[src/rtl/uart_pkg.sv]
`default_nettype none
// ============================================================================
// Module      : uart_pkg
// Description : Constants and frame state encoding shared by the UART
//               receiver and transmitter on the 3.125 MHz domain.
// Revision    : 1.0 - initial release
// ============================================================================
package uart_pkg;

    // 3.125 MHz / 27 is roughly 115200 baud.
    localparam int CLKS_PER_BIT = 27;
    // Mid-bit sampling position within each bit period.
    localparam int SAMPLE_POINT = 13;

    localparam logic PARITY_EVEN = 1'b0;
    localparam logic PARITY_ODD  = 1'b1;

    // Frame state encoding.
    localparam logic [3:0] ST_IDLE      = 4'd0;
    localparam logic [3:0] ST_START     = 4'd1;
    localparam logic [3:0] ST_DATA      = 4'd2;
    localparam logic [3:0] ST_PARITY    = 4'd3;
    localparam logic [3:0] ST_STOP      = 4'd4;
    localparam logic [3:0] ST_WAIT_HIGH = 4'd5;

    // Parity bit a correct frame carries for the given data byte.
    function automatic logic expected_parity(input logic [7:0] data,
                                             input logic       ptype);
        return (ptype == PARITY_ODD) ? ~^data : ^data;
    endfunction

endpackage
`default_nettype wire

[src/rtl/uart_rx_sync.sv]
`default_nettype none
// ============================================================================
// Module      : uart_rx_sync
// Description : Two-flop synchronizer for the asynchronous serial line plus
//               a delay flop used to detect a falling edge.
// Ports       : clk_3125 - system clock
//               rst_n    - asynchronous active-low reset
//               rx       - raw serial line (asynchronous)
//               rx_s     - synchronized line
//               rx_fall  - high for one cycle when rx_s goes 1 -> 0
// Revision    : 1.0 - initial release
// ============================================================================
module uart_rx_sync (
    input  logic clk_3125,
    input  logic rst_n,
    input  logic rx,
    output logic rx_s,
    output logic rx_fall
);

    logic r_meta;
    logic r_sync;
    logic r_dly;

    // All flops reset to the idle (high) line level so that reset release
    // never looks like a start edge.
    always_ff @(posedge clk_3125 or negedge rst_n) begin
        if (!rst_n) begin
            r_meta <= 1'b1;
            r_sync <= 1'b1;
            r_dly  <= 1'b1;
        end else begin
            r_meta <= rx;
            r_sync <= r_meta;
            r_dly  <= r_sync;
        end
    end

    assign rx_s    = r_sync;
    // Decoded purely from flop outputs, so it is glitch-free.
    assign rx_fall = r_dly & ~r_sync;

endmodule
`default_nettype wire

[src/rtl/uart_rx.sv]
`default_nettype none
// ============================================================================
// Module      : uart_rx
// Description : 8-bit UART receiver: 1 start, 8 data (LSB first), 1 parity,
//               1 stop bit. Presents each byte with a one-cycle completion
//               pulse plus parity and framing status.
// Ports       : clk_3125    - 3.125 MHz system clock
//               rst_n       - asynchronous active-low reset
//               rx          - serial line, idles high
//               parity_type - 0 even, 1 odd
//               rx_msg      - last received byte
//               rx_parity   - last received parity bit
//               rx_complete - one-cycle pulse when outputs update
//               parity_err  - parity check of last frame failed
//               frame_err   - stop bit of last frame sampled low
// Revision    : 1.0 - initial release
// ============================================================================
module uart_rx #(
    parameter int CLKS_PER_BIT = uart_pkg::CLKS_PER_BIT,
    parameter int SAMPLE_POINT = uart_pkg::SAMPLE_POINT
) (
    input  logic       clk_3125,
    input  logic       rst_n,
    input  logic       rx,
    input  logic       parity_type,
    output logic [7:0] rx_msg,
    output logic       rx_parity,
    output logic       rx_complete,
    output logic       parity_err,
    output logic       frame_err
);

    import uart_pkg::*;

    localparam logic [4:0] c_LAST   = 5'(CLKS_PER_BIT - 1);
    localparam logic [4:0] c_SAMPLE = 5'(SAMPLE_POINT);

    logic       w_rx_s;
    logic       w_rx_fall;
    logic       w_bit_end;
    logic       w_sample;

    logic [3:0] r_state;
    logic [4:0] r_cnt;
    logic [2:0] r_bit_idx;
    logic [7:0] r_shift;
    logic       r_ptype;
    logic       r_par_bit;

    uart_rx_sync u_sync (
        .clk_3125 (clk_3125),
        .rst_n    (rst_n),
        .rx       (rx),
        .rx_s     (w_rx_s),
        .rx_fall  (w_rx_fall)
    );

    assign w_bit_end = (r_cnt == c_LAST);
    assign w_sample  = (r_cnt == c_SAMPLE);

    always_ff @(posedge clk_3125 or negedge rst_n) begin
        if (!rst_n) begin
            r_state     <= ST_IDLE;
            r_cnt       <= 5'd0;
            r_bit_idx   <= 3'd0;
            r_shift     <= 8'd0;
            r_ptype     <= PARITY_EVEN;
            r_par_bit   <= 1'b0;
            rx_msg      <= 8'd0;
            rx_parity   <= 1'b0;
            rx_complete <= 1'b0;
            parity_err  <= 1'b0;
            frame_err   <= 1'b0;
        end else begin
            rx_complete <= 1'b0;

            // Free-running bit timer while inside a frame; state branches
            // below override it where a frame starts or ends.
            if (w_bit_end) begin
                r_cnt <= 5'd0;
            end else begin
                r_cnt <= r_cnt + 5'd1;
            end

            case (r_state)
                ST_IDLE: begin
                    // The edge that detects the fall is count 0 of the start
                    // bit, so the next cycle already sees count 1.
                    if (w_rx_fall) begin
                        r_state <= ST_START;
                        r_cnt   <= 5'd1;
                    end else begin
                        r_cnt   <= 5'd0;
                    end
                end

                ST_START: begin
                    if (w_sample) begin
                        if (w_rx_s) begin
                            // Line went back high: glitch, not a start bit.
                            r_state <= ST_IDLE;
                            r_cnt   <= 5'd0;
                        end else begin
                            r_ptype <= parity_type;
                        end
                    end else if (w_bit_end) begin
                        r_state   <= ST_DATA;
                        r_bit_idx <= 3'd0;
                    end
                end

                ST_DATA: begin
                    if (w_sample) begin
                        r_shift <= {w_rx_s, r_shift[7:1]};
                    end
                    if (w_bit_end) begin
                        if (r_bit_idx == 3'd7) begin
                            r_state   <= ST_PARITY;
                            r_bit_idx <= 3'd0;
                        end else begin
                            r_bit_idx <= r_bit_idx + 3'd1;
                        end
                    end
                end

                ST_PARITY: begin
                    if (w_sample) begin
                        r_par_bit <= w_rx_s;
                    end
                    if (w_bit_end) begin
                        r_state <= ST_STOP;
                    end
                end

                ST_STOP: begin
                    // Leave at mid-stop so that a zero-gap next start edge
                    // is already seen in IDLE.
                    if (w_sample) begin
                        rx_msg      <= r_shift;
                        rx_parity   <= r_par_bit;
                        parity_err  <= (r_par_bit != expected_parity(r_shift, r_ptype));
                        frame_err   <= ~w_rx_s;
                        rx_complete <= 1'b1;
                        r_cnt       <= 5'd0;
                        r_state     <= w_rx_s ? ST_IDLE : ST_WAIT_HIGH;
                    end
                end

                ST_WAIT_HIGH: begin
                    // A stuck-low line must not be decoded as new frames.
                    r_cnt <= 5'd0;
                    if (w_rx_s) begin
                        r_state <= ST_IDLE;
                    end
                end

                default: begin
                    r_state <= ST_IDLE;
                    r_cnt   <= 5'd0;
                end
            endcase
        end
    end

endmodule
`default_nettype wire

[config.mk]
export PLATFORM = sky130hd
export DESIGN_NAME = uart_rx
export DESIGN_NICKNAME = d
export VERILOG_FILES = /design/src/rtl/uart_pkg.sv /design/src/rtl/uart_rx_sync.sv /design/src/rtl/uart_rx.sv
export SDC_FILE = /design/constraint.sdc
export NUM_CORES = 1
export LEC_CHECK = 0
export BUFFER_PORTS_ARGS = -buffer_cell sky130_fd_sc_hd__clkbuf_2
export CORE_MARGIN = 4
export CORE_UTILIZATION = 62
export CTS_CLUSTER_DIAMETER = 100
export DETAILED_ROUTE_END_ITERATION = 7
export PLACE_DENSITY = 0.9
export SLEW_MARGIN = 20
export SYNTH_ARGS = -nofsm -noshare
export SYNTH_HDL_FRONTEND = slang
export SYNTH_SLANG_ARGS = --single-unit
export TNS_END_PERCENT = 1
[constraint.sdc]
create_clock -name clk_3125 -period 3.7 [get_ports clk_3125]
set_clock_uncertainty 0.05 [all_clocks]
set_input_delay 0.555 -clock clk_3125 [delete_from_list [all_inputs] [get_ports clk_3125]]
set_output_delay 0.555 -clock clk_3125 [all_outputs]
set_load 0.01 [all_outputs]
==> results.md <==
- WL met3: 169 um
- Status: complete, no violations
- Flops & latches, synth: 37
- Max Buffers Root-to-Sink: 2
- Clk sinks: 37
- Syn_area_per_cell: 12.7 um^2
- Antenna Cells: 0
- Yosys warns: 0
- DR top layer: met4
- Fin. Hold Viols: 0
- Initial DRC Count: 75
- Arr. time, crit path: 2.17 ns
- Hold path depth: 1
- Largest stage delay, worst path: 0.45 ns
- Antenna viol nets, final: 0
- Final critical-path share of the clock period: 53.6%
- Peak Freq: 504 MHz
- Worst r2r path cells: 4
- Synth area leaders: dfrtp_1, mux2_2, dfstp_2
- Die Ht: 61.5 um
- Leakage: 0.941 nW
- DR vias/cell: 6.16
- Worst hold path class: primary input to register
- Initial antenna violation count: 0
- Vias: 1,140
- Die Wd: 61.5 um
- IO Pins: 16
- Setup Viol. Count Final: 0
- Yosys top cell area share: 48.0%
- Vias in the first global route: 1,196
- Worst path required time: 3.89 ns
- # DRC: 0
- R2R Setup Slk: 1.72 ns
- Number of buffers created by CTS: 5
- Die area: 3780 um^2
- Seq/Total Area, Yosys: 52.5%
- Cell chain of the critical path: ha_1, and4b_1, nand2_1, mux2_2
- Commonest non-fill, non-tap cell in the layout: dfrtp_1
- Most frequent cells in the layout: dfrtp_1, mux2_2, clkbuf_2
- Clk Latency, worst-skew pair: 0.34 ns
- Count of non-filler cells in the finished layout: 185
- Setup TNS: 0 ns
- Area Growth Syn to Fin: 8.12%
- Global route overflow: 0
- Pin count of the biggest net entering global routing: 38
- # H-tree levels: 2
- Clk root buf: clkbuf_4
- Post-Syn Nets: 149
- Final critical-path required period: 1.98 ns
- Starting density of the core: 64.8%
- Mapped cell area: 1770 um^2
- Cell Rows: 19
- Worst setup path class: register to register
- Core area: 2730 um^2
- Gp weighted congestion: 0.929
- Max VDD drop: 0.386 mV
- Metal1 wirelength: 1.29 mm
- Placed cell count: 177
- Fillers: 202
- CTS tree: done
- Worst slew pin tran: 0.863 ns
- First-pass GRT wire length: 5.15 mm
- Crit end category: register
- Port buffer count: 15
- Relative slew slack: 42.5%
- Clock transition at the registers of the reported paths: 0.11 ns
- Final WL: 3.01 mm
- Setup repair bufs after CTS: 0
- Post-DP HPWL: 2.14 mm
- Startpoint Class: register
- Slowest CP cell: dfrtp_1
- Length of routed met2 wiring: 1.51 mm
- Count of different cell masters after synthesis: 39
- Final max-slew violation count: 0
- Pwr/cell area: 491 nW/um^2
- CP max FO: 14
- Syn Inst Count: 140
- RSZ-0062 raised after global routing: false
- Final nets: 162
- Max-cap viol count: 0
- Final Power: 0.941 mW
- Pre-Repair DR Iteration Count: 4
- Total track usage: 18.9%
- Drt wl/cell: 16.3 um
- Post-synth top area cell: dfrtp_1
- Share of cells above drive strength 1: 33.8%
- Post-CTS Resized: 0
- Hold Buf Count CTS: 0
## metrics by stage
stage	cell area, um^2	setup slack [ns]	utilization (%)	hold slack [ns]
2_1_floorplan	1770	1.90	-	0.209
3_3_place_gp	1840	1.72	67.1	0.297
3_5_place_dp	1840	1.67	67.1	0.303
4_1_cts	1920	1.66	70.1	0.224
5_1_grt	1920	1.56	70.1	0.211
6_report	1920	1.72	70.1	0.235
## layout make-up
class | instances | area, um^2 | area share, %
inverter | 5 | 18.8 | 0.980
tap | 31 | 38.8 | 2.02
multi-input combinational | 89 | 773 | 40.4
timing repair buffer | 15 | 75.1 | 3.92
clock buffer | 6 | 41.3 | 2.16
clock inverter | 2 | 38.8 | 2.02
sequential | 37 | 930 | 48.5
## sequential cells by signal, summed over array words and instances, names as in the netlist, 3 cells and up
| signal | cells |
|---|---|
| r_cnt | 5 |
| rx_msg | 8 |
| r_bit_idx | 3 |
| r_shift | 8 |
| r_state | 4 |
## power by group
group          switching, mW  total (mW)  internal (mW)
registers             0.0475       0.477          0.429
clock network          0.137       0.281          0.144
logic                 0.0949       0.183         0.0885
total                  0.279       0.941          0.661
## worst paths after layout
check / start / to
min: rx / u_sync.r_meta
max reg2reg: r_cnt[0] / rx_msg[4]
max in group asynchronous: rst_n / r_shift[1]
min reg2reg: u_sync.r_meta / u_sync.rx_s
max: r_cnt[0] / rx_msg[4]
min in group asynchronous: rst_n / r_state[2]
## cell usage after synthesis (all sizes together)
master   count
o32ai        3
dfstp        3
or4b         3
o211ai       1
a21o         1
o21ai        4
nand4b       1
and4b        2
a21oi        2
a2bb2oi      2
nor2         5
a32oi        1
ha           5
xor2         3
nor4         1
nand2        7
dfrtp       34
o21a         1
nor3         7
o32a         1
nand2b       1
xnor3        1
nand3        3
o221ai       1
xnor2        7
buf          8
nor4b        1
and2         1
a31oi        1
a22o         3
clkbuf       1
mux2        19
inv          5
conb         1
## critical path: cells and delay by family, from the launching register on
family                   cells  cell delay [ns]
multiplexers                 1             0.39
flip-flops                   1             0.45
AND/OR/NAND/NOR              2             0.80
adder cells (fa/ha/maj)      1             0.19
## cells by family after synthesis
logic type,share of synthesized area [%]
flops,52.5
simple gates,10.2
compound gates,11.4
mux,12.1
buf+inv,3.88
xor+xnor,6.21
fa+ha+maj,3.53
other cells,0.212
## per-layer routing
| metal | up-vias | global-route usage (%) |
|---|---|---|
| met5 | - | 0 |
| met4 | 0 | 6.97 |
| met3 | 5 | 7.55 |
| met2 | 33 | 32.6 |
| met1 | 576 | 21.0 |
| li1 | 526 | - |
(Power assumes the default switching activity.)
